===== src/rtl/arb_pkg.sv =====
// Shared encodings and defaults for the SRAM port arbiter.
// Latency: n/a (constants only).
// Backpressure: n/a.
package arb_pkg;

    // Owner of the single in-flight SRAM response.
    localparam logic [1:0] OWN_NONE = 2'd0;
    localparam logic [1:0] OWN_INST = 2'd1;
    localparam logic [1:0] OWN_DATA = 2'd2;

    // Consecutive lost conflict cycles before fetch is forced to win.
    localparam int STARVE_MAX_DEF = 4;

endpackage : arb_pkg


===== src/rtl/arb_starve_ctr.sv =====
// Saturating count of cycles the fetch side has waited while requesting.
// Latency: force_inst is registered-state derived, valid in the request cycle.
// Backpressure: none; counter clears whenever fetch is granted or idle.
//
// Ports:
//   clk, resetn   clock and asynchronous active-low reset
//   i_inst_req    fetch side is requesting this cycle
//   i_inst_gnt    fetch side is granted this cycle
//   o_force_inst  count has reached STARVE_MAX, fetch must win a conflict
module arb_starve_ctr
    import arb_pkg::*;
#(
    parameter int STARVE_MAX = STARVE_MAX_DEF
) (
    input  logic clk,
    input  logic resetn,
    input  logic i_inst_req,
    input  logic i_inst_gnt,
    output logic o_force_inst
);

    localparam logic [3:0] LP_MAX = 4'(STARVE_MAX);

    logic [3:0] r_cnt;

    always_ff @(posedge clk or negedge resetn) begin
        if (!resetn) begin
            r_cnt <= 4'd0;
        end else if (!i_inst_req || i_inst_gnt) begin
            r_cnt <= 4'd0;
        end else if (r_cnt != LP_MAX) begin
            r_cnt <= r_cnt + 4'd1;
        end
    end

    assign o_force_inst = (r_cnt == LP_MAX);

endmodule : arb_starve_ctr


===== src/rtl/sram_port_arbiter.sv =====
// Shares one single-port SRAM between fetch and load/store requesters.
// Latency: addr_ok combinational in request cycle; data_ok exactly one cycle later.
// Backpressure: none on responses; a losing requester simply holds req until addr_ok.
//
// Ports:
//   clk, resetn                      clock, asynchronous active-low reset
//   inst_req/addr, inst_addr_ok      fetch request handshake
//   inst_data_ok/rdata               fetch response
//   data_req/wr/wstrb/addr/wdata     load/store request, data_addr_ok accept
//   data_data_ok/rdata               load data or store completion
//   sram_en/we/addr/wdata/rdata      synchronous SRAM, read data one cycle after en
//   perf_*                           grant/conflict counters (only with ARB_PERF_CNT_EN)
//
// Optional feature macro: ARB_PERF_CNT_EN adds three 32-bit performance counters.
module sram_port_arbiter
    import arb_pkg::*;
#(
    parameter int STARVE_MAX = STARVE_MAX_DEF,
    parameter int ADDR_W     = 32
) (
    input  logic              clk,
    input  logic              resetn,

    input  logic              inst_req,
    input  logic [ADDR_W-1:0] inst_addr,
    output logic              inst_addr_ok,
    output logic              inst_data_ok,
    output logic [31:0]       inst_rdata,

    input  logic              data_req,
    input  logic              data_wr,
    input  logic [3:0]        data_wstrb,
    input  logic [ADDR_W-1:0] data_addr,
    input  logic [31:0]       data_wdata,
    output logic              data_addr_ok,
    output logic              data_data_ok,
    output logic [31:0]       data_rdata,

`ifdef ARB_PERF_CNT_EN
    output logic [31:0]       perf_inst_grants,
    output logic [31:0]       perf_data_grants,
    output logic [31:0]       perf_conflicts,
`endif

    output logic              sram_en,
    output logic [3:0]        sram_we,
    output logic [ADDR_W-1:0] sram_addr,
    output logic [31:0]       sram_wdata,
    input  logic [31:0]       sram_rdata
);

    logic       r_rst_done;
    logic [1:0] r_owner;
    logic       r_resp_store;   // in-flight data response is a store completion

    logic w_force_inst;
    logic w_inst_gnt;
    logic w_data_gnt;
    logic w_conflict;

    // Grants are held off for one cycle after reset release so the SRAM and
    // the requesters see a clean first edge.
    assign w_conflict = r_rst_done & inst_req & data_req;
    assign w_inst_gnt = r_rst_done & inst_req & (~data_req | w_force_inst);
    assign w_data_gnt = r_rst_done & data_req & ~w_inst_gnt;

    arb_starve_ctr #(
        .STARVE_MAX   (STARVE_MAX)
    ) u_starve_ctr (
        .clk          (clk),
        .resetn       (resetn),
        .i_inst_req   (inst_req),
        .i_inst_gnt   (w_inst_gnt),
        .o_force_inst (w_force_inst)
    );

    always_ff @(posedge clk or negedge resetn) begin
        if (!resetn) begin
            r_rst_done <= 1'b0;
        end else begin
            r_rst_done <= 1'b1;
        end
    end

    // Exactly one response can be in flight; reset drops it.
    always_ff @(posedge clk or negedge resetn) begin
        if (!resetn) begin
            r_owner      <= OWN_NONE;
            r_resp_store <= 1'b0;
        end else begin
            if (w_inst_gnt) begin
                r_owner <= OWN_INST;
            end else if (w_data_gnt) begin
                r_owner <= OWN_DATA;
            end else begin
                r_owner <= OWN_NONE;
            end
            r_resp_store <= w_data_gnt & data_wr;
        end
    end

    assign inst_addr_ok = w_inst_gnt;
    assign data_addr_ok = w_data_gnt;

    assign sram_en    = w_inst_gnt | w_data_gnt;
    assign sram_we    = (w_data_gnt && data_wr) ? data_wstrb : 4'b0000;
    assign sram_addr  = w_inst_gnt ? inst_addr :
                        w_data_gnt ? data_addr : '0;
    // Fetch never writes, so only the data side contributes write data.
    assign sram_wdata = w_data_gnt ? data_wdata : 32'd0;

    assign inst_data_ok = (r_owner == OWN_INST);
    assign data_data_ok = (r_owner == OWN_DATA);

    // Store completions carry no data; SRAM read port content is meaningless then.
    assign inst_rdata = inst_data_ok ? sram_rdata : 32'd0;
    assign data_rdata = (data_data_ok && !r_resp_store) ? sram_rdata : 32'd0;

`ifdef ARB_PERF_CNT_EN
    logic [31:0] r_perf_inst;
    logic [31:0] r_perf_data;
    logic [31:0] r_perf_conf;

    always_ff @(posedge clk or negedge resetn) begin
        if (!resetn) begin
            r_perf_inst <= 32'd0;
            r_perf_data <= 32'd0;
            r_perf_conf <= 32'd0;
        end else begin
            if (w_inst_gnt) r_perf_inst <= r_perf_inst + 32'd1;
            if (w_data_gnt) r_perf_data <= r_perf_data + 32'd1;
            if (w_conflict) r_perf_conf <= r_perf_conf + 32'd1;
        end
    end

    assign perf_inst_grants = r_perf_inst;
    assign perf_data_grants = r_perf_data;
    assign perf_conflicts   = r_perf_conf;
`else
    // Conflict detection only feeds the performance counters.
    logic w_unused_conflict;
    assign w_unused_conflict = w_conflict;
`endif

endmodule : sram_port_arbiter

===== config.mk =====
export PLATFORM = sky130hd
export DESIGN_NAME = sram_port_arbiter
export DESIGN_NICKNAME = d
export VERILOG_FILES = /design/src/rtl/arb_pkg.sv /design/src/rtl/arb_starve_ctr.sv /design/src/rtl/sram_port_arbiter.sv
export SDC_FILE = /design/constraint.sdc
export NUM_CORES = 1
export LEC_CHECK = 0
export BUFFER_PORTS_ARGS = -buffer_cell sky130_fd_sc_hd__buf_4
export CORE_AREA = 2 2 107 109
export CTS_CLUSTER_DIAMETER = 50
export DETAILED_ROUTE_END_ITERATION = 8
export DIE_AREA = 0 0 109 111
export PLACE_DENSITY_LB_ADDON = 0.15
export SYNTH_ARGS = -nofsm -noshare
export SYNTH_HDL_FRONTEND = slang
export SYNTH_SLANG_ARGS = --single-unit

===== constraint.sdc =====
create_clock -name clk -period 1.83 [get_ports clk]
set_input_delay 0.183 -clock clk [delete_from_list [all_inputs] [get_ports clk]]
set_output_delay 0.183 -clock clk [all_outputs]
set_load 0.01 [all_outputs]

== Word level (Yosys, flattened, before mapping) ==
Cells that the tools add are included.

* Register bits after elaboration: 8
* Bits in latches: 0
* Memory bits (writable): 0
* Memory bits (read-only): 0
* Logic and storage cells: 34
* Memories kept: 0

* Add/sub/neg operators: 1
* Multipliers: 0
* Divide/modulo/power cells: 0
* $lt $le $gt $ge: 0
* Eq/ne operators: 4
* Shift-type cells: 0
* Mux-type cells: 10
* Bitwise operators: 9
* Reductions and logical operators: 6

{| class="wikitable"
|+ Operator list
! operator !! number
|-
| $mux 32 || 5
|-
| $mux 4 || 3
|-
| $and 1x1->1 || 5
|-
| $add 4x1->4 const B || 1
|-
| $eq 4x3->1 const B || 1
|-
| $mux 2 || 2
|-
| $ne 4x3->1 const B || 1
|-
| $eq 2x1->1 const B || 1
|-
| $eq 2x2->1 const B || 1
|-
| $logic_and 1x1->1 || 2
|-
| $logic_not 1->1 || 2
|-
| $not 1->1 || 2
|-
| $or 1x1->1 || 2
|-
| $reduce_bool 2->1 || 1
|-
| $logic_or 1x1->1 || 1
|}

== Logic depth before layout (Yosys ltp) ==
Gate-level depths: netlist (run 1).

* Depth after elaboration: 7
* Mapped depth: 6
* Depth with buffers taken out: 5

== Hierarchy ==
From an unflattened synthesis (run 1), not the netlist that was laid out.

* Cell total of the unflattened synthesis: 265
* Area, all modules: 2129.5 um^2

{| class="wikitable"
|+ Modules (own cells, without submodules)
! module !! instances !! cells each !! area an instance (um^2) !! sequential area each (um^2)
|-
| sram_port_arbiter || 1 || 245 || 1920.6 || 100.1
|-
| arb_starve_ctr || 1 || 20 || 209.0 || 100.1
|}

== Least setup slack after synthesis (run 1) ==
No wires, ideal clock.

* Path type: register to output
* Start point: register u_starve_ctr.r_cnt[0]
* End point: output port sram_we[0]
* Data arrival time: 1463 ps
* Setup slack: 184 ps
* Stages on the path, launching flop included: 7
* Buffers on the path: 1
* Cell sequence: dfrtp_1 inv_1 ha_1 and3b_4 a21oi_4 buf_8 and3_1

* Longest elaborated chain between the ends: 7

{| class="wikitable"
|+ RTL lines
! element !! RTL line !! text
|-
| start: declaration || arb_starve_ctr.sv:24 || <nowiki>logic [3:0] r_cnt;</nowiki>
|-
| start signal: assignment || arb_starve_ctr.sv:32 || <nowiki>r_cnt <= r_cnt + 4'd1;</nowiki>
|-
| $eq 4x3->1 || arb_starve_ctr.sv:36 || <nowiki>assign o_force_inst = (r_cnt == LP_MAX);</nowiki>
|-
| $or 1x1->1 || sram_port_arbiter.sv:64 || <nowiki>assign w_inst_gnt = r_rst_done & inst_req & (~data_req | w_force_inst);</nowiki>
|-
| $and 1x1->1 || sram_port_arbiter.sv:64 ||
|-
| $not 1->1 || sram_port_arbiter.sv:65 || <nowiki>assign w_data_gnt = r_rst_done & data_req & ~w_inst_gnt;</nowiki>
|-
| $and 1x1->1 || sram_port_arbiter.sv:65 ||
|-
| $logic_and 1x1->1 || sram_port_arbiter.sv:106 || <nowiki>assign sram_we = (w_data_gnt && data_wr) ? data_wstrb : 4'b0000;</nowiki>
|-
| $mux 4 || sram_port_arbiter.sv:106 ||
|-
| end: declaration || sram_port_arbiter.sv:46 || <nowiki>output logic [3:0] sram_we,</nowiki>
|}

No other way between the ends.

== Final worst setup path (run 1) ==
* Start point: register u_starve_ctr.r_cnt[0]
* End point: output port sram_addr[12]

* Longest elaborated chain between the ends: 7

{| class="wikitable"
|+ RTL lines
! element !! RTL line !! text
|-
| $eq 4x3->1 (*) || arb_starve_ctr.sv:36 ||
|-
| $or 1x1->1 (*) || sram_port_arbiter.sv:64 ||
|-
| $and 1x1->1 (*) || sram_port_arbiter.sv:64 ||
|-
| $not 1->1 || sram_port_arbiter.sv:65 ||
|-
| $and 1x1->1 || sram_port_arbiter.sv:65 ||
|-
| $mux 32 || sram_port_arbiter.sv:108 || <nowiki>w_data_gnt ? data_addr : '0;</nowiki>
|-
| $mux 32 (*) || sram_port_arbiter.sv:107 || <nowiki>assign sram_addr = w_inst_gnt ? inst_addr :</nowiki>
|-
| end: declaration || sram_port_arbiter.sv:47 || <nowiki>output logic [ADDR_W-1:0] sram_addr,</nowiki>
|}

Mark *: on every way between the ends. The rest lies on a longest branch, timed or not.

==> results of run 1 <==
[cells in the mapped netlist]
library cell | number | area share
o21a_1 | 1 | 0.0052
a22o_1 | 32 | 0.19
clkbuf_1 | 6 | 0.016
buf_6 | 6 | 0.047
a21oi_4 | 1 | 0.011
and3b_4 | 1 | 0.0087
nor2_1 | 2 | 0.0052
conb_1 | 1 | 0.0026
a21oi_2 | 1 | 0.0061
buf_4 | 3 | 0.016
ha_1 | 2 | 0.017
and3_1 | 4 | 0.017
nor3b_1 | 4 | 0.021
nor2b_1 | 2 | 0.0087
and2b_1 | 1 | 0.0052
xor2_1 | 1 | 0.0061
a21boi_0 | 1 | 0.0052
nand3b_1 | 1 | 0.0052
inv_1 | 2 | 0.0052
and2_1 | 97 | 0.42
nand3_1 | 1 | 0.0035
dfrtp_1 | 8 | 0.14
buf_8 | 1 | 0.010
mux2i_1 | 2 | 0.014
nand2_1 | 2 | 0.0052
xnor2_1 | 1 | 0.0061
[layout make-up]
cell class,instances,area [um2]
inverter,2,7.51
clock buffer,3,75.1
fill,1109,6690
tap,143,179
sequential,8,200
timing repair buffer,305,2700
multi-input combinational,158,1230
[routing by layer]
layer,wire [um],part of all wire,up-vias,GRT usage
met5,0,0,-,0
met4,44,0.0046,0,0.0154
met3,934,0.098,5,0.0288
met2,5410,0.57,169,0.267
met1,3110,0.33,1138,0.115
li1,-,-,1203,-
[cells by family after synthesis]
kind of cell	share of synthesized area
flip-flops	0.139
AO/OA/AOI/OAI	0.222
other	0.00260
XOR/XNOR	0.0121
buffers and inverters	0.0936
multiplexers	0.0139
AND/OR/NAND/NOR	0.500
adder cells (fa/ha/maj)	0.0173
[worst register-to-register path: cells and delay by family, from the launching register on]
family          cells  cell delay [ps]
flops               1              380
fa+ha+maj           1              140
compound gates      1              320
buf+inv             4              520
simple gates        2              250
[flip-flops by register name (all words and copies together), names as in the netlist]
name and count:
u_starve_ctr.r_cnt 4, r_resp_store 1, r_rst_done 1, r_owner 2
[worst max path at each step]
stage / to / depth (start not counted)
2_1_floorplan: sram_we[0] / 6
3_3_place_gp: sram_wdata[20] / 7
3_5_place_dp: sram_wdata[20] / 7
4_1_cts: sram_addr[25] / 8
5_1_grt: sram_addr[10] / 8
6_report: sram_addr[12] / 8
[power groups by stage]
stage	clock (mW)	sequential [mW]	combinational, mW
floorplan	0	0.197	0.271
global placement	0	0.199	0.739
detailed placement	0	0.199	0.738
CTS	0.379	0.195	0.810
global route	0.396	0.197	0.995
finish	0.373	0.196	0.932
[per-stage QoR]
step / setup TNS [ps] / instances / area [um2]
final: -6150 / 619 / 4390
after global placement: 0 / 589 / 3620
after floorplan: 0 / 184 / 1440
after detailed placement: 0 / 589 / 3620
after global routing: -10260 / 619 / 4390
after CTS: -4270 / 606 / 3930
[timing repair]
action | 4_1_cts | 5_1_grt
gates resized for setup | 26 | 74
pin swaps | 3 | 45
setup buffers | 11 | 5
hold buffers | 1 | 0
gates cloned | 3 | 9
setup endpoints to repair | 70 | 92
endpoints found under the hold margin | 8 | 0
==> flow_summary.ini, run 1 <==
[drt]
drt_pass1_iterations = 4
wl_per_cell_um = 15.3
drtIter0Drc = 104
ant_nets = 0
via_count = 2515
wl_mm = 9.50
via_per_inst = 4.06
drc_errors = 0

[power_and_ir_drop]
p_leak_nw = 2.37
switching_power_mw = 0.440
sequentialPowerShare = 0.131
cellPowerDensity_nw_per_um2 = 342
internal_power_mw = 1.06
swShare = 0.293
power_mw = 1.50
power_frac_comb = 0.621
clock_power_share = 0.249
ir_worst_vdd_uv = 223

[cts]
htreeDepth = 1
clkTransAtPathRegs_ps = 40
clk_latency_ps = 230
clock_path_buffers = 2
cts_root_buf = clkbuf_16
cts_tree = built
clock-sinks = 8
cts_buffers = 3

[die]
num_io_pins = 274
core_um2 = 11100
rows = 39
die_width_um = 109
start_util = 0.130
die_y_um = 111
die_area_um2 = 12100

[cells_and_area]
syn_to_final_growth_pct = 204
postLayoutCoreUtil = 0.396
final_nets = 617
diodes = 0
drive_gt1_frac = 0.731
mostFrequentLayoutCell = buf_4
final_cell_mix = buf_4, and2_1, buf_6

[yosys]
netlist_instances = 184
synth_cell_types = 26
synth_area_um2 = 1440
ys_ff_latch = 8
yosys_warnings = 0
ys_seq_area_frac = 0.139
syn-num-nets = 323
syn_avg_cell_area_um2 = 7.85

[global_routing]
antenna_found_initial = 0
grt_max_degree = 32
grt_pass1_wl_mm = 11.6
gr-total-overflow = 0
grt_pass1_vias = 2297
grt_use_total = 0.124

[placement]
dp_hpwl_mm = 6.60
port_buffers = 273
place.gp.congestion = 0.779
pre_cts_ws_ps = 35.7

[worst_setup_path]
path_delay_family = buffers and inverters
cp_cell_sequence = inv_2 -> ha_4 -> nand3b_1 -> a21oi_4 -> buf_6 -> clkbuf_16 -> a22o_1 -> buf_6
crit_arrival_ps = 1770
regToRegEndpoint = u_starve_ctr.r_cnt[1]$_DFFE_PN0P_
start_kind = flip-flop
crit_top_cell = buf_6
crit_path_max_fanout = 4
rr_startpoint = u_starve_ctr.r_cnt[0]$_DFFE_PN0P_
endpoint_kind = output pin
cp-startpoint = u_starve_ctr.r_cnt[0]$_DFFE_PN0P_
r2r_slack_ps = 110
worst-r2r-cell-count = 8
max_stage_delay_ps = 380
cpMaxStageDelayCell = dfrtp_1
path_class = flip-flop to output pin
required_ps = 1650
cp_num_buf_inv = 4

[sta]
finClkSkew_ps = 2.36
fmax_mhz = 513
slew_viol_final = 0
setup_slack_ps = -119
fin_crit_ps = 1950
whs_ps = 232
rsz0062_at_grt = true
post-route-period-util = 1.06
finalSetupViolations = 68
hold_viol_final = 0

[hold_path]
hp-class = primary input to flip-flop
hp-start = data_wr
min_to = r_resp_store$_DFF_PN0_
hold_depth = 2

[status]
status = complete, but fails checks
violations = setup timing

[flow_run]
cap_viol_max_count = 0
Power figures use the tool's default switching activity.
==> inputs of run 2 (changes only) <==
GPL_ROUTABILITY_DRIVEN = 0   (was unset)
clock period = 1.82 ns   (was 1.83 ns; I/O delays follow)
==> run 2 against run 1 <==
  * The run still ends with setup timing left
  * Register-to-register slack better by 50 ps
  * Combinational power is 0.5% lower
  * Clock power hardly changed
  * Worst hold slack better by 0.84 ps
  * Critical path depth is 1 higher
  * Die area stayed put
  * Sequential power hardly changed
  * Clock skew is 2.2 ps lower
  * Sequential cell count stayed put
  * Largest cell class unchanged
==> flow_summary.ini, run 2 (synthesis results as in run 1) <==
[power_and_ir_drop]
power_mw = 1.50
ir_worst_vdd_uv = 270
p_leak_nw = 2.33
cellPowerDensity_nw_per_um2 = 348

[worst_setup_path]
required_ps = 1640
rr_startpoint = u_starve_ctr.r_cnt[1]$_DFFE_PN0P_
crit_arrival_ps = 1840
path_delay_family = buffers and inverters
crit_top_cell = buf_6
regToRegEndpoint = u_starve_ctr.r_cnt[1]$_DFFE_PN0P_
worst-r2r-cell-count = 9
path_class = flip-flop to output pin
crit_path_max_fanout = 5
cpMaxStageDelayCell = dfrtp_1
endpoint_kind = output pin
r2r_slack_ps = 160
max_stage_delay_ps = 380
cp_cell_sequence = inv_2 -> ha_4 -> and3b_4 -> a21oi_4 -> buf_6 -> buf_8 -> buf_12 -> a22o_4 -> buf_6
cp_num_buf_inv = 5
start_kind = flip-flop

[die]
rows = 39
num_io_pins = 274
die_width_um = 109
die_y_um = 111
die_area_um2 = 12100
start_util = 0.130
core_um2 = 11100

[sta]
fmax_mhz = 494
fin_crit_ps = 2020
finalSetupViolations = 69
setup_slack_ps = -203
post-route-period-util = 1.11
hold_viol_final = 0
slew_viol_final = 0
rsz0062_at_grt = true
tns_ps = -9140
finClkSkew_ps = 0.171

[drt]
via_count = 2515
drt_pass1_iterations = 4
drc_errors = 0
wl_mm = 9.19
wl_per_cell_um = 15.0
via_per_inst = 4.10
drtIter0Drc = 104
ant_nets = 0

[hold_path]
hp-start = data_wr
hold_depth = 2
min_to = r_resp_store$_DFF_PN0_
hp-class = primary input to flip-flop

[flow_run]
cap_viol_max_count = 0

[status]
violations = setup timing
status = complete, but fails checks

[cells_and_area]
n_fill_cell = 1136
register_area_um2 = 200
diodes = 0
largest_reg_flops = 4
multi_input_area_um2 = 1210
postLayoutCoreUtil = 0.388
final_nets = 612
drive_gt1_frac = 0.705
final_cell_mix = buf_4, and2_1, buf_6
syn_to_final_growth_pct = 198
regMostFlops = u_starve_ctr.r_cnt
mostFrequentLayoutCell = buf_4
top_regs = u_starve_ctr.r_cnt x4, r_owner x2

[cts]
cts_tree = built
cts_root_buf = clkbuf_16
clkTransAtPathRegs_ps = 40
clock-sinks = 8
htreeDepth = 1
clk_latency_ps = 230
clock_path_buffers = 2
cts_buffers = 3

[global_routing]
gr-total-overflow = 0
grt_pass1_vias = 2507
grt_use_total = 0.137
grt_max_degree = 32
grt_pass1_wl_mm = 12.8
antenna_found_initial = 0

[placement]
dp_hpwl_mm = 6.66
pre_cts_ws_ps = 22.9
port_buffers = 273
==> run 2: final cells by class <==
type / instances / share of cell area
clock buffer: 3 / 0.0175
sequential: 8 / 0.0465
multi-input combinational: 158 / 0.280
timing repair buffer: 300 / 0.612
tap: 143 / 0.0416
inverter: 2 / 0.00175
==> run 2: worst max path at each step <==
stage / from / endpoint / slack [ps] / depth (start not counted)
final: u_starve_ctr.r_cnt[1]$_DFFE_PN0P_ / sram_addr[26] / -200 / 9
after CTS: u_starve_ctr.r_cnt[0]$_DFFE_PN0P_ / sram_addr[26] / -180 / 9
after detailed placement: u_starve_ctr.r_cnt[0]$_DFFE_PN0P_ / sram_wdata[20] / 20 / 7
after global routing: u_starve_ctr.r_cnt[1]$_DFFE_PN0P_ / sram_addr[26] / -250 / 9
after floorplan: u_starve_ctr.r_cnt[0]$_DFFE_PN0P_ / sram_we[0] / 170 / 6
after global placement: u_starve_ctr.r_cnt[0]$_DFFE_PN0P_ / sram_wdata[20] / 30 / 7
==> run 2: report_power, final <==
part / switching (mW) / internal (mW)
clock network: 0.0908 / 0.284
logic: 0.341 / 0.586
registers: 0.00750 / 0.189
total: 0.440 / 1.06
==> run 2: through the flow <==
| step | area (um2) | hold slack [ps] | std cells |
|---|---|---|---|
| 2_1_floorplan | 1440 | -114 | 184 |
| 3_3_place_gp | 3620 | 8.77 | 589 |
| 3_5_place_dp | 3620 | 10.1 | 589 |
| 4_1_cts | 4200 | 252 | 612 |
| 5_1_grt | 4300 | 251 | 614 |
| 6_report | 4300 | 233 | 614 |
==> run 2: routing by layer <==
metal / GRT usage / share of wire / up-vias
li1: - / - / 1193
met1: 0.120 / 0.30 / 1144
met4: 0.0179 / 0.0062 / 0
met2: 0.301 / 0.58 / 171
met5: 0 / 0 / -
met3: 0.0312 / 0.11 / 7
==> run 2: repair_timing <==
item	CTS	global route
hold buffers	1	0
hold endpoints to repair	8	0
pin swaps	7	22
endpoints found under the setup margin	70	102
cloned	5	2
setup buffers	14	3
gates resized for setup	78	21
==> inputs of run 3 (changes only) <==
clock period = 2.3 ns   (was 1.82 ns; I/O delays follow)
==> run 3 against run 2 <==
  * The flow now finishes without violations
  * First-iteration DRC count shrank 12%
  * Clock skew grew 1.4 ps
  * Final cell count shrank 3.4%
  * Combinational power shrank 38%
  * Non-clock buffer count shrank 21
  * Sequential share of layout area grew 0.77 points
  * Critical path depth shrank 2
  * Die area is the same
  * Count of clock-buffer cells in the layout is the same
  * Largest power group unchanged
  * Worst setup slack gained 390 ps
  * Power shrank 32%
  * Critical path type unchanged
  * Clock power shrank 23%
==> flow_summary.ini, run 3 (synthesis results as in run 1) <==
[cts]
ctsResizeCount = 0
cts_root_buf = clkbuf_16
htreeDepth = 1
clk_latency_ps = 230
clock-sinks = 8
postCtsSetupBuffers = 0
cts_tree = built
clock_path_buffers = 2
clkTransAtPathRegs_ps = 40
cts_buffers = 3
postCtsHoldBufs = 1

[drt]
via_per_inst = 4.02
ant_nets = 0
drc_errors = 0
via_count = 2382
drtIter0Drc = 92
wl_per_cell_um = 13.1
wl_mm = 7.79
drt_pass1_iterations = 4

[power_and_ir_drop]
p_leak_nw = 2.08
ir_worst_vdd_uv = 217
cellPowerDensity_nw_per_um2 = 277
power_mw = 1.02

[sta]
hold_viol_final = 0
finClkSkew_ps = 1.62
post-route-period-util = 0.917
tns_ps = 0
fmax_mhz = 474
fin_crit_ps = 2110
slew_viol_final = 0
rsz0062_at_grt = false
finalSetupViolations = 0
worst_slew_pin_slew_ps = 535
slew-limit-headroom = 0.640

[worst_setup_path]
endpoint_kind = output pin
regToRegEndpoint = u_starve_ctr.r_cnt[0]$_DFFE_PN0P_
start_kind = flip-flop
crit_path_max_fanout = 33
path_class = flip-flop to output pin
r2r_slack_ps = 710
worstSetupEndpoint = sram_addr[26]
rr_startpoint = u_starve_ctr.r_cnt[0]$_DFFE_PN0P_
cp-startpoint = u_starve_ctr.r_cnt[0]$_DFFE_PN0P_
required_ps = 2070
worst-r2r-cell-count = 5
crit_arrival_ps = 1880

[cells_and_area]
largest_reg_flops = 4
drive_gt1_frac = 0.631
n_fill_cell = 1222
top_regs = u_starve_ctr.r_cnt x4, r_owner x2
final_cell_mix = buf_4, and2_1, a22o_1
final_nets = 591
syn_to_final_growth_pct = 156
mostFrequentLayoutCell = buf_4
diodes = 0
regMostFlops = u_starve_ctr.r_cnt

[die]
core_um2 = 11100
start_util = 0.130
die_area_um2 = 12100
rows = 39
die_y_um = 111
die_width_um = 109
num_io_pins = 274

[global_routing]
grt_pass1_wl_mm = 11.0
grt_max_degree = 52
grt_pass1_vias = 2220
grt_use_total = 0.115
antenna_found_initial = 0
gr-total-overflow = 0

[placement]
dp_hpwl_mm = 6.66
port_buffers = 273

[status]
status = complete, no violations

[hold_path]
hp-class = primary input to flip-flop

[flow_run]
cap_viol_max_count = 0
-- run 3: changes by cell type in the layout (fill, tap and decap cells not counted), moves of 4 or more --
cell    before  now
buf_4      233  276
and2_1      76   97
buf_16       4    0
buf_6       55    0
and2_4      21    0
-- run 3: per-stage QoR --
| step | hold slack (ps) | instances | instance area (um2) | util | worst slack (ps) |
|---|---|---|---|---|---|
| after floorplan | -65.6 | 184 | 1440 | - | 607 |
| after global placement | 56.8 | 589 | 3610 | 0.326 | 420 |
| final | 220 | 593 | 3690 | 0.333 | 190 |
| after global routing | 231 | 593 | 3690 | 0.333 | 69.5 |
| after detailed placement | 57.2 | 589 | 3610 | 0.326 | 409 |
| after CTS | 218 | 593 | 3690 | 0.333 | 153 |
-- run 3: cell type report --
| cell class | instances | area, um2 | area share |
|---|---|---|---|
| flip-flops and latches | 8 | 200 | 0.0542 |
| inverters | 2 | 7.51 | 0.00203 |
| well taps | 143 | 179 | 0.0485 |
| multi-input cells | 158 | 1110 | 0.300 |
| clock buffers | 3 | 75.1 | 0.0203 |
| repair buffers | 279 | 2120 | 0.575 |
-- run 3: how the worst min path moves through the flow --
stage          startpoint                           endpoint  slack (ps)  cells after the start
2_1_floorplan      resetn               r_owner[0]$_DFF_PN0_         -70                      0
3_3_place_gp       resetn  u_starve_ctr.r_cnt[1]$_DFFE_PN0P_          60                      1
3_5_place_dp       resetn  u_starve_ctr.r_cnt[3]$_DFFE_PN0P_          60                      1
4_1_cts          data_req               r_owner[0]$_DFF_PN0_         220                      2
5_1_grt          data_req               r_owner[0]$_DFF_PN0_         230                      2
6_report         data_req               r_owner[0]$_DFF_PN0_         220                      2
-- run 3: where the power goes --
part | switching (mW) | internal (mW) | leakage (nW)
Clock | 0.0652 | 0.224 | 0.0370
Combinational | 0.222 | 0.354 | 1.94
Sequential | 0.00632 | 0.150 | 0.106
-- run 3: critical path: stages, from the launching register on --
cell,delay (ps)
dfrtp_1,380
inv_1,100
ha_1,200
nand3b_1,150
a21oi_2,240
buf_12,210
a22o_1,210
buf_4,130
-- run 3: layer usage --
| metal | wire (um) | GRT usage | vias to the layer above | share of wire |
|---|---|---|---|---|
| met3 | 977 | 0.0282 | 8 | 0.13 |
| met1 | 2420 | 0.106 | 1054 | 0.31 |
| li1 | - | - | 1148 | - |
| met2 | 4280 | 0.240 | 172 | 0.55 |
| met4 | 112 | 0.0265 | 0 | 0.014 |
| met5 | 0 | 0 | - | 0 |
